--- src/rtl/out_bus_scheduler_if.sv ---
// Core-request / memory-beat bundle between the PE bus scheduler and its users.
interface out_bus_scheduler_if #(
  parameter int NUM_CORES      = 4,
  parameter int CORE_BIT_WIDTH = $clog2(NUM_CORES),
  parameter int ADDR_WIDTH     = 16,
  parameter int BURST_WIDTH    = 8
);
  logic [NUM_CORES-1:0]      w_req;
  logic                      w_mem_ack;
  logic [NUM_CORES-1:0]      r_grant;
  logic [CORE_BIT_WIDTH-1:0] r_sel;
  logic                      r_valid;
  logic                      r_rw;
  logic [ADDR_WIDTH-1:0]     r_addr;
  logic [BURST_WIDTH-1:0]    r_burst;
  logic                      r_last;
  logic                      r_busy;

  modport master (
    input  w_req, w_mem_ack,
    output r_grant, r_sel, r_valid, r_rw, r_addr, r_burst, r_last, r_busy
  );
  modport slave (
    output w_req, w_mem_ack,
    input  r_grant, r_sel, r_valid, r_rw, r_addr, r_burst, r_last, r_busy
  );
endinterface

--- src/rtl/out_bus_scheduler.sv ---
// Round-robin burst scheduler: one core at a time, alternating write/read bursts
// over a private wrapping address region per core, stallable by memory ack.
module out_bus_scheduler #(
  parameter int NUM_CORES      = 4,
  parameter int CORE_BIT_WIDTH = $clog2(NUM_CORES),
  parameter int ADDR_WIDTH     = 16,
  parameter int BURST_WIDTH    = 8,
  parameter int BURST_WRITE    = 8,
  parameter int BURST_READ     = 4
) (
  input logic                 w_clock,
  input logic                 w_reset,
  out_bus_scheduler_if.master bus
);
  localparam int LOW_W = ADDR_WIDTH - CORE_BIT_WIDTH;
  localparam logic [BURST_WIDTH-1:0] LEN_WR = BURST_WIDTH'(BURST_WRITE);
  localparam logic [BURST_WIDTH-1:0] LEN_RD = BURST_WIDTH'(BURST_READ);
  localparam logic [BURST_WIDTH-1:0] B_ONE  = BURST_WIDTH'(1);
  localparam logic [LOW_W-1:0]       L_ONE  = LOW_W'(1);

  typedef enum logic [1:0] {IDLE, GRANT, XFER, DONE} state_t;

  state_t                         state;
  logic [CORE_BIT_WIDTH-1:0]      r_ptr;
  logic [NUM_CORES-1:0]           phase;
  logic [NUM_CORES-1:0][LOW_W-1:0] offset;
  logic [BURST_WIDTH-1:0]         cnt;

  logic                      arb_hit;
  logic [CORE_BIT_WIDTH-1:0] arb_sel;
  logic [LOW_W-1:0]          low_nxt;
  logic [BURST_WIDTH-1:0]    cnt_nxt;

  // Scan downward so the requester closest to r_ptr is the last (winning) write.
  always_comb begin
    arb_hit = 1'b0;
    arb_sel = r_ptr;
    for (int i = NUM_CORES - 1; i >= 0; i--) begin
      if (bus.w_req[r_ptr + CORE_BIT_WIDTH'(i)]) begin
        arb_hit = 1'b1;
        arb_sel = r_ptr + CORE_BIT_WIDTH'(i);
      end
    end
  end

  assign low_nxt = bus.r_addr[LOW_W-1:0] + L_ONE;
  assign cnt_nxt = cnt + B_ONE;

  always_ff @(posedge w_clock) begin
    if (w_reset) begin
      state       <= IDLE;
      r_ptr       <= '0;
      phase       <= '0;
      offset      <= '0;
      cnt         <= '0;
      bus.r_grant <= '0;
      bus.r_sel   <= '0;
      bus.r_valid <= 1'b0;
      bus.r_rw    <= 1'b0;
      bus.r_addr  <= '0;
      bus.r_burst <= '0;
      bus.r_last  <= 1'b0;
      bus.r_busy  <= 1'b0;
    end else begin
      case (state)
        IDLE, DONE: begin
          if (arb_hit) begin
            state       <= GRANT;
            bus.r_grant <= NUM_CORES'(1) << arb_sel;
            bus.r_sel   <= arb_sel;
            bus.r_rw    <= phase[arb_sel];
            bus.r_burst <= phase[arb_sel] ? LEN_RD : LEN_WR;
            bus.r_addr  <= {arb_sel, offset[arb_sel]};
            cnt         <= '0;
            bus.r_busy  <= 1'b1;
          end else begin
            state      <= IDLE;
            bus.r_busy <= 1'b0;
          end
        end
        GRANT: begin
          state       <= XFER;
          bus.r_valid <= 1'b1;
          bus.r_last  <= (bus.r_burst == B_ONE);
        end
        XFER: begin
          if (bus.w_mem_ack) begin
            if (bus.r_last) begin
              // Remember where this core stops so its next burst continues there.
              state          <= DONE;
              bus.r_valid    <= 1'b0;
              bus.r_last     <= 1'b0;
              bus.r_grant    <= '0;
              offset[bus.r_sel] <= low_nxt;
              phase[bus.r_sel]  <= ~phase[bus.r_sel];
              r_ptr          <= bus.r_sel + CORE_BIT_WIDTH'(1);
            end else begin
              cnt        <= cnt_nxt;
              bus.r_addr <= {bus.r_addr[ADDR_WIDTH-1:LOW_W], low_nxt};
              bus.r_last <= (cnt_nxt == bus.r_burst - B_ONE);
            end
          end
        end
        default: state <= IDLE;
      endcase
    end
  end
endmodule

--- src/flat_wrapper.sv ---
// flat-port wrapper written by rule: the top's interface ports become plain ports
module out_bus_scheduler_flat 
#(
  parameter int NUM_CORES      = 4,
  parameter int CORE_BIT_WIDTH = $clog2(NUM_CORES),
  parameter int ADDR_WIDTH     = 16,
  parameter int BURST_WIDTH    = 8,
  parameter int BURST_WRITE    = 8,
  parameter int BURST_READ     = 4
)
  (w_clock, w_reset, bus_w_req, bus_w_mem_ack, bus_r_grant, bus_r_sel, bus_r_valid, bus_r_rw, bus_r_addr, bus_r_burst, bus_r_last, bus_r_busy);
  out_bus_scheduler_if #(.NUM_CORES(NUM_CORES), .CORE_BIT_WIDTH(CORE_BIT_WIDTH), .ADDR_WIDTH(ADDR_WIDTH), .BURST_WIDTH(BURST_WIDTH)) bus_i ();
  input logic w_clock;
  input logic w_reset;
  input wire logic [$bits(bus_i.w_req)-1:0] bus_w_req;
  input wire logic [$bits(bus_i.w_mem_ack)-1:0] bus_w_mem_ack;
  output wire logic [$bits(bus_i.r_grant)-1:0] bus_r_grant;
  output wire logic [$bits(bus_i.r_sel)-1:0] bus_r_sel;
  output wire logic [$bits(bus_i.r_valid)-1:0] bus_r_valid;
  output wire logic [$bits(bus_i.r_rw)-1:0] bus_r_rw;
  output wire logic [$bits(bus_i.r_addr)-1:0] bus_r_addr;
  output wire logic [$bits(bus_i.r_burst)-1:0] bus_r_burst;
  output wire logic [$bits(bus_i.r_last)-1:0] bus_r_last;
  output wire logic [$bits(bus_i.r_busy)-1:0] bus_r_busy;
  assign bus_i.w_req = bus_w_req;
  assign bus_i.w_mem_ack = bus_w_mem_ack;
  assign bus_r_grant = bus_i.r_grant;
  assign bus_r_sel = bus_i.r_sel;
  assign bus_r_valid = bus_i.r_valid;
  assign bus_r_rw = bus_i.r_rw;
  assign bus_r_addr = bus_i.r_addr;
  assign bus_r_burst = bus_i.r_burst;
  assign bus_r_last = bus_i.r_last;
  assign bus_r_busy = bus_i.r_busy;
  out_bus_scheduler #(.NUM_CORES(NUM_CORES), .CORE_BIT_WIDTH(CORE_BIT_WIDTH), .ADDR_WIDTH(ADDR_WIDTH), .BURST_WIDTH(BURST_WIDTH), .BURST_WRITE(BURST_WRITE), .BURST_READ(BURST_READ)) u_core (.w_clock(w_clock), .w_reset(w_reset), .bus(bus_i));
endmodule
--- config.mk ---
export PLATFORM = sky130hd
export DESIGN_NAME = out_bus_scheduler_flat
export DESIGN_NICKNAME = d
export VERILOG_FILES = /design/src/rtl/out_bus_scheduler_if.sv /design/src/rtl/out_bus_scheduler.sv /design/src/flat_wrapper.sv
export SDC_FILE = /design/constraint.sdc
export NUM_CORES = 1
export LEC_CHECK = 0
export CAP_MARGIN = 20
export CORE_MARGIN = 3
export CORE_UTILIZATION = 52
export CTS_CLUSTER_DIAMETER = 80
export DETAILED_ROUTE_END_ITERATION = 10
export GPL_ROUTABILITY_DRIVEN = 0
export PLACE_DENSITY = 0.76
export REMOVE_ABC_BUFFERS = 1
export SLEW_MARGIN = 20
export SYNTH_ARGS = -nofsm -noshare
export SYNTH_HDL_FRONTEND = slang
export SYNTH_SLANG_ARGS = --single-unit
--- constraint.sdc ---
create_clock -name w_clock -period 2 [get_ports w_clock]
set_input_delay 0.4 -clock w_clock [delete_from_list [all_inputs] [get_ports w_clock]]
set_output_delay 0.4 -clock w_clock [all_outputs]
set_load 0.005 [all_outputs]
=== After elaboration in Yosys (flattened, before gate mapping) ===
Index checks and enable logic that the tools add are counted.

* Bits in read-only memories: 0
* Bits in writable memories: 0
* Bits in latches: 0
* Bits in registers: 106
* Logic and storage cells: 108
* Memories kept: 0

* Div/mod/pow operators: 0
* Equal/unequal tests: 9
* Multipliers: 0
* Add/subtract/negate cells: 7
* Muxes and demuxes: 52
* $lt $le $gt $ge: 7
* Bitwise operators: 2
* Shifts and indexed selects: 1
* Reductions and logical operators: 13

{| class="wikitable"
|+ Operators by type and width
! kind !! count
|-
| 56-bit bitwise mux || 1
|-
| 14-bit 2-to-1 mux || 3
|-
| 16-bit 2-to-1 mux || 2
|-
| 16-bit case mux with 2 select lines || 1
|-
| 14-bit binary-select mux with 2-bit select || 1
|-
| 14-bit demux with 2-bit select || 1
|-
| 8-bit 2-to-1 mux || 3
|-
| 2-bit by 3-bit less-than comparator with 1-bit output, second input constant || 6
|-
| 1-bit 2-to-1 mux || 17
|-
| 4-bit 2-to-1 mux || 4
|-
| 8-bit case mux with 2 select lines || 1
|-
| 14-bit by 1-bit adder with 14-bit output, second input constant || 1
|-
| 1-bit binary-select mux with 2-bit select || 6
|-
| 2-bit 2-to-1 mux || 6
|-
| 3-bit AND reduction || 3
|-
| 8-bit by 1-bit adder with 8-bit output, second input constant || 1
|-
| 8-bit by 1-bit equality test with 1-bit output, second input constant || 1
|-
| 8-bit equality test || 1
|-
| 4-bit case mux with 2 select lines || 1
|-
| 4-bit AND reduction || 2
|-
| 8-bit by 1-bit subtractor with 8-bit output, second input constant || 1
|-
| 2-bit case mux with 3 select lines || 1
|-
| 2-bit AND reduction || 3
|-
| 2-bit by 1-bit adder with 2-bit output, second input constant || 2
|-
| other kinds (15) || 22
|}

=== Longest topological paths before layout ===
Gate-level depths: netlist (run 1).

* Depth after elaboration: 11
* Depth in mapped cells: 10
* Depth with buffers taken out: 8

=== Least setup slack after synthesis (run 1) ===
No wires, ideal clock.

* Kind: input port to flip-flop
* From: input port bus_w_req[3]
* To: register u_core.bus.r_burst[2]
* Slack: -0.019 ns
* Cell stages on the path: 7
* Arrival: 1.887 ns
* Cell sequence: buf_6 nand2b_4 nand2_2 a221oi_4 mux4_1 nand2_1 a21oi_1

* Longest elaborated chain between the ends: 9
* Elaborated cells between the ends (all ways): 20

{| class="wikitable"
|+ Ends and longest elaborated chain
! element !! line !! RTL
|-
| start: declaration || flat_wrapper.sv:15 || <nowiki>input wire logic [$bits(bus_i.w_req)-1:0] bus_w_req;</nowiki>
|-
| 1-bit binary-select mux with 2-bit select || out_bus_scheduler.sv:39 || <nowiki>if (bus.w_req[r_ptr + CORE_BIT_WIDTH'(i)]) begin</nowiki>
|-
| 1-bit 2-to-1 mux (implied by the code) || out_bus_scheduler.sv:39 ||
|-
| 2-bit 2-to-1 mux (4 in a row) || out_bus_scheduler.sv:39 ||
|-
| 1-bit binary-select mux with 2-bit select || out_bus_scheduler.sv:72 || <nowiki>bus.r_burst <= phase[arb_sel] ? LEN_RD : LEN_WR;</nowiki>
|-
| 1-bit 2-to-1 mux (implied by the code) || out_bus_scheduler.sv:72 ||
|-
| 4-bit 2-to-1 mux || out_bus_scheduler.sv:72 ||
|-
| end signal: assignment || out_bus_scheduler.sv:72 ||
|-
| end: declaration || out_bus_scheduler_if.sv:21 || <nowiki>output r_grant, r_sel, r_valid, r_rw, r_addr, r_burst, r_last, r_busy</nowiki>
|}

Parallel ways exist; a longest one is shown, timed or not. The select of a mux whose other input is x is not followed.
A chain may end at the register's enable or synchronous reset.

=== Worst setup path after layout (run 1) ===
* From: input port bus_w_req[2]
* To: register u_core.bus.r_addr[9]

* Longest elaborated chain between the ends: 10
* Elaborated cells between the ends (all ways): 22

{| class="wikitable"
|+ Ends and longest elaborated chain
! element !! line !! RTL
|-
| 1-bit binary-select mux with 2-bit select || out_bus_scheduler.sv:39 ||
|-
| 1-bit 2-to-1 mux (implied by the code) || out_bus_scheduler.sv:39 ||
|-
| 2-bit 2-to-1 mux (4 in a row) || out_bus_scheduler.sv:39 ||
|-
| 14-bit binary-select mux with 2-bit select || out_bus_scheduler.sv:73 || <nowiki>bus.r_addr <= {arb_sel, offset[arb_sel]};</nowiki>
|-
| 14-bit 2-to-1 mux (implied by the code) || out_bus_scheduler.sv:73 ||
|-
| 16-bit 2-to-1 mux || out_bus_scheduler.sv:67 || <nowiki>if (arb_hit) begin</nowiki>
|-
| 16-bit case mux with 2 select lines || out_bus_scheduler.sv:65 || <nowiki>case (state)</nowiki>
|-
| end signal: assignment || out_bus_scheduler.sv:73 ||
|-
| end signal: assignment || out_bus_scheduler.sv:99 || <nowiki>bus.r_addr <= {bus.r_addr[ADDR_WIDTH-1:LOW_W], low_nxt};</nowiki>
|-
| end: declaration || out_bus_scheduler_if.sv:21 ||
|}

Parallel ways exist; a longest one is shown, timed or not. The select of a mux whose other input is x is not followed.

==> results_dict.tcl, run 1 <==
set metrics [dict create \
    ys_types 67 \
    synth-edff-count 0 \
    port_buffers 34 \
    grt_overflow 0 \
    fin_nets 668 \
    grt_util_met2 0.431 \
    min-delay-start "u_core.offset[30]" \
    cp-end-kind "flip-flop" \
    crit_type "in -> reg" \
    ys_ff_latch 99 \
    cts_htree_levels 3 \
    dpl.cell_count 759 \
    busiest_layer "met2" \
    worst_pin_slew_ps 539 \
    min_period_over_period 0.970 \
    rsz0062_at_grt "true" \
    wl_um 15100 \
    wl_per_cell_um 19.3 \
    dp_hpwl_um 9130 \
    crit_end "u_core.bus.r_addr[9]" \
    clock_latency_ps 370 \
    path_max_fanout 5 \
    grt_pass1_wl_um 22300 \
    final.setup.tns_ps 0 \
    synth_area_leaders "dfxtp_1 40%, a211oi_1 9.4%, nor2_1 6.6%" \
    die_h_um 103 \
    reg2reg_to "u_core.offset[32]" \
    cp-startpoint "bus_w_req[2]" \
    crit_required_ps 2280 \
    fin_cells 782 \
    synth_area_sq_um 4940 \
    dp_slack_ps -600 \
    irDropWorstVdd_v 0.000799 \
    async_flop_share 0 \
    grt_pass1_vias 4446 \
    pwr_density_cell_nw_per_um2 1070 \
    r2r_cells 10 \
    use_met3 0.0496 \
    first_pass_iters 5 \
    dr.first_iter.drc_count 456 \
    cts_buffer_depth 2 \
    synth_most_common_cell "dfxtp_1" \
    cp-start-kind "input pin" \
    hold_class "reg -> reg" \
    ios 41 \
    start_util 0.550 \
    clock_sinks 99 \
    synthTopCellsByCount "99 x dfxtp_1, 87 x nor2_1, 62 x a211oi_1" \
    slew_viol_final 0 \
    drcViolationCount 0 \
    num_rows 34 \
    run_status "complete, no violations" \
    dieArea_sq_um 10700 \
    syn_inst 566 \
    clock.fmax_mhz 516 \
    hold_depth 2 \
    dpl-instance-area_sq_um 5860 \
    timing.rr.start "u_core.state[0]" \
    antenna_found_initial 0 \
    synth_top_cell_by_area "dfxtp_1" \
    worstPathArrival_ps 2220 \
    final_area_sq_um 6320 \
    via_per_inst 6.22 \
    grt_max_degree 53 \
    area_growth_syn_to_layout_pct 28.0 \
    cts-root-buf "clkbuf_8" \
    post-route-min-period_ps 1940 \
    die_w_um 103 \
    fin_ws_ps 60.9 \
    antenna_cells 0 \
    final_antenna_net_count 0 \
    maxCapViolCount 0 \
    worst_clock_skew_ps 9.72 \
    finalSetupViolations 0 \
    reg2reg_slack_ps 70 \
    timing.hold.ws_ps 489 \
    met1_usage 0.367 \
    vias 4866 \
    yosysTopAreaCellShare 0.401 \
    hold_violations 0 \
    p_leak_nw 2.25 \
    cts_tree "built" \
    core_sq_um 8980 \
    track_usage 0.266 \
    cts_buffers 9 \
    avgSynthCellArea_sq_um 8.72 \
    relSlewSlack 0.637 \
    drive_above_1_share 0.206 \
    path_clk_slew_ps 110 \
    hold_buffers 0 \
    synth_top_flop_cell "dfxtp_1" \
    ys_seq_area_frac 0.401 \
    yosysWarnings 0 \
]
state kept, by name, indices dropped and copies added, names as in the netlist, 2 cells and up:
name	flops
u_core.bus.r_grant	4
u_core.bus.r_sel	2
u_core.r_ptr	2
u_core.cnt	8
u_core.phase	4
u_core.bus.r_burst	2
u_core.state	2
u_core.offset	56
u_core.bus.r_addr	16
how the worst min path moves through the flow:
| stage | slack (ps) | to |
|---|---|---|
| 2_1_floorplan | 440 | u_core.bus.r_addr[2] |
| 6_report | 490 | u_core.bus.r_addr[2] |
| 3_5_place_dp | 470 | u_core.bus.r_addr[2] |
| 5_1_grt | 520 | u_core.offset[22] |
| 4_1_cts | 490 | u_core.bus.r_addr[2] |
| 3_3_place_gp | 460 | u_core.bus.r_addr[2] |
what timing repair did:
action / 4_1_cts / 5_1_grt
pin swaps: 1 / 3
hold endpoints to repair: 0 / 0
gates resized for setup: 10 / 24
buffers inserted: 2 / 0
gates cloned: 1 / 4
setup endpoints to repair: 15 / 73
per-layer routing:
metal	part of all wire	up-vias
met5	0	-
met4	0.024	0
met3	0.091	39
met2	0.47	277
met1	0.42	2336
li1	-	2214
where the power goes:
group	switching (mW)	total, mW	internal, mW
sequential	0.201	2.35	2.15
clock	0.761	1.49	0.729
combinational	1.57	2.94	1.37
placed cells by master (no fill, tap or decap), drive strengths merged, types with 7 or more instances in the layout:
cell and n:
a21oi 21, a22oi 11, nand2 34, mux2 8, a221oi 10, nand3 18
mux2i 11, buf 80, o21ai 20, a211oi 62, clkdlybuf4s50 29, xor2 13
nand4 7, nor3 9, inv 16, nor2 88, dfxtp 99, ha 10
xnor2 7, and2 7, clkbuf 13
worst max-delay path: stages:
cell,delay (ps)
dlygate4sd2_1,270
or2b_4,220
nand2_2,60
a221oi_4,360
buf_6,160
buf_16,110
buf_4,120
mux2i_1,170
o21ai_0,120
a32o_1,220
metrics by stage:
stage	power, mW	util
finish	6.78	0.704
detailed placement	5.03	0.653
floorplan	3.66	-
global route	7.12	0.704
global placement	4.97	0.653
CTS	6.54	0.684
final cells by class:
class                           instances  area (sq um)
Multi-Input combinational cell        410          2740
Fill cell                             692          2660
Clock buffer                            9           124
Inverter                               14          52.6
Tap cell                              126           158
Timing Repair Buffer                  117          1150
Clock inverter                          7           106
Sequential cell                        99          1990
kinds of logic (layout without fill, tap and decap cells):
logic type	after synthesis	in the layout	synth area share
xor+xnor	20	20	0.0355
mux	21	21	0.0512
other cells	1	6	0.000760
flops	99	99	0.401
buf+inv	62	147	0.0611
simple gates	187	187	0.178
compound gates	166	166	0.247
fa+ha+maj	10	10	0.0253
(Power assumes the default switching activity.)
==> inputs of run 2 (changes only) <==
Settings changed: CORE_UTILIZATION 52 to 54, CTS_BUF_LIST set to sky130_fd_sc_hd__clkbuf_4 sky130_fd_sc_hd__clkbuf_8, PLACE_DENSITY 0.76 to 0.78.
==> run 2 against run 1 <==
  * Sequential share of layout area is 0.66 points higher
  * Combinational power is 3% higher
  * Sequential cell count unchanged
  * Worst hold slack worse by 160 ps
  * Global-route usage increased by 1.4 points
  * Via count down 3.6%
  * Fmax fell by 0.84%
  * Die area fell by 3.5%
  * Routed wire length shrank 7.1%
  * Sequential power hardly changed
  * Non-clock buffer count up 3
==> results_dict.tcl, run 2 (synthesized netlist as in run 1, its figures left out) <==
set metrics [dict create \
    final_cell_mix "95 x dfxtp_1, 86 x nor2_1, 75 x buf_4" \
    cts_buffer_depth 2 \
    first_pass_iters 5 \
    grt_pass1_wl_um 22900 \
    clock_sinks 99 \
    swShare 0.375 \
    via_per_inst 6.11 \
    cts_buffers 9 \
    seqPwrFrac 0.355 \
    path_clk_slew_ps 100 \
    regMostFlops "u_core.offset" \
    pwr_density_cell_nw_per_um2 1070 \
    final_antenna_net_count 0 \
    dp_slack_ps -579 \
    clock_latency_ps 360 \
    die_w_um 102 \
    fin_util 0.704 \
    crit_required_ps 2250 \
    fin_ws_ps 44.5 \
    hold_depth 2 \
    min_period_over_period 0.978 \
    cts_tree "built" \
    hold_class "in -> reg" \
    cts_htree_levels 3 \
    slew_viol_final 0 \
    fin_nets 671 \
    antenna_found_initial 0 \
    timing.rr.start "u_core.state[0]" \
    finalSetupViolations 0 \
    reg2reg_slack_ps 40 \
    wl_per_cell_um 18.3 \
    grt_max_degree 31 \
    crit_type "reg -> reg" \
    p_leak_nw 2.21 \
    largest_registers "u_core.offset: 56 flops, u_core.bus.r_addr: 16 flops, u_core.cnt: 8 flops" \
    track_usage 0.280 \
    core_sq_um 8810 \
    irDropWorstVdd_v 0.000618 \
    clock.fmax_mhz 511 \
    path_max_fanout 7 \
    crit_slowest_cell "dfxtp_2" \
    maxCapViolCount 0 \
    vias 4689 \
    start_util 0.561 \
    worstPathArrival_ps 2210 \
    power_frac_clock 0.186 \
    relSlewSlack 0.669 \
    largest_reg_flops 56 \
    dr.first_iter.drc_count 346 \
    port_buffers 34 \
    combPwrFrac 0.459 \
    r2r_cells 8 \
    grt_pass1_vias 4654 \
    run_status "complete, no violations" \
    post-route-min-period_ps 1960 \
    hold_violations 0 \
    dieArea_sq_um 10300 \
    min-delay-start "w_reset" \
    cp-start-kind "flip-flop" \
    cpPeakStageDelay_ps 360 \
    final.setup.tns_ps 0 \
    worst_pin_slew_ps 494 \
    hold-path-endpoint "u_core.offset[54]" \
    ios 41 \
    path_cells "inv_2 > ha_4 > nand2b_4 > a22o_4 > buf_4 > a221o_1 > a221oi_1 > a211oi_1" \
    die_h_um 102 \
    final_common_cell "dfxtp_1" \
    switchingPower_mw 2.47 \
    grt_overflow 0 \
    timing.hold.ws_ps 333 \
    num_rows 34 \
    cts-root-buf "clkbuf_8" \
    area_growth_syn_to_layout_pct 25.5 \
    wl_um 14000 \
    drcViolationCount 0 \
    antenna_cells 0 \
    power.internal_mw 4.13 \
    fill_cells 665 \
    worst_clock_skew_ps 11.8 \
    drive_above_1_share 0.214 \
    dp_hpwl_um 9510 \
    cp-end-kind "flip-flop" \
    reg2reg_to "u_core.bus.r_addr[10]" \
]
[run 2: power by group through the flow]
| stage | clock network [mW] | registers (mW) | logic, mW |
|---|---|---|---|
| after global placement | 0 | 2.37 | 2.66 |
| final | 1.23 | 2.35 | 3.03 |
| after global routing | 1.33 | 2.37 | 3.27 |
| after CTS | 1.24 | 2.34 | 2.85 |
| after floorplan | 0 | 2.37 | 1.29 |
| after detailed placement | 0 | 2.37 | 2.72 |
[run 2: worst max-delay path by stage]
stage,cells past startpoint,end,startpoint,slack (ps)
after floorplan,7,u_core.offset[29],u_core.state[0],-770
after global placement,9,u_core.bus.r_addr[6],bus_w_req[2],-510
after detailed placement,8,u_core.bus.r_addr[1],bus_w_req[3],-580
after CTS,8,u_core.bus.r_addr[10],u_core.state[0],5
after global routing,8,u_core.bus.r_addr[3],u_core.state[0],-10
final,8,u_core.bus.r_addr[10],u_core.state[0],40
[run 2: worst max-delay path: cells and delay by family (launching register included)]
family	cells	cell delay, ps
fa+ha+maj	1	300
simple gates	1	70
flops	1	360
buf+inv	2	210
compound gates	4	890
[run 2: layout make-up]
type	instances	area (sq um)	area share
timing repair buffer	120	1070	0.172
inverter	14	52.6	0.00848
clock inverter	5	35.0	0.00565
tap	108	135	0.0218
clock buffer	11	151	0.0244
multi-input combinational	410	2770	0.447
sequential	99	1990	0.321
[run 2: metal layers]
| metal | wire length [um] | track usage |
|---|---|---|
| met5 | 0 | 0 |
| met4 | 461 | 0.140 |
| met3 | 928 | 0.0420 |
| met2 | 6680 | 0.448 |
| met1 | 5960 | 0.368 |
[run 2: metrics by stage]
| step | total power, mW | instances | area [sq um] |
|---|---|---|---|
| global placement | 5.03 | 743 | 5830 |
| CTS | 6.42 | 763 | 6100 |
| finish | 6.61 | 767 | 6200 |
| global route | 6.97 | 767 | 6200 |
| detailed placement | 5.09 | 743 | 5830 |
| floorplan | 3.66 | 523 | 4710 |
[run 2: repair_timing]
| item | in CTS | in global routing |
|---|---|---|
| resized for setup | 16 | 27 |
| cloned | 1 | 0 |
| pin swaps | 1 | 5 |
| hold buffers | 0 | 0 |
| endpoints found under the setup margin | 16 | 25 |
| buffers inserted | 3 | 5 |
==> inputs of run 3 (changes only) <==
Settings changed: ABC_CLOCK_PERIOD_IN_PS set to 2000.
==> results of run 3 <==
No change in the layout: final DEF, timing and power equal those of run 2.
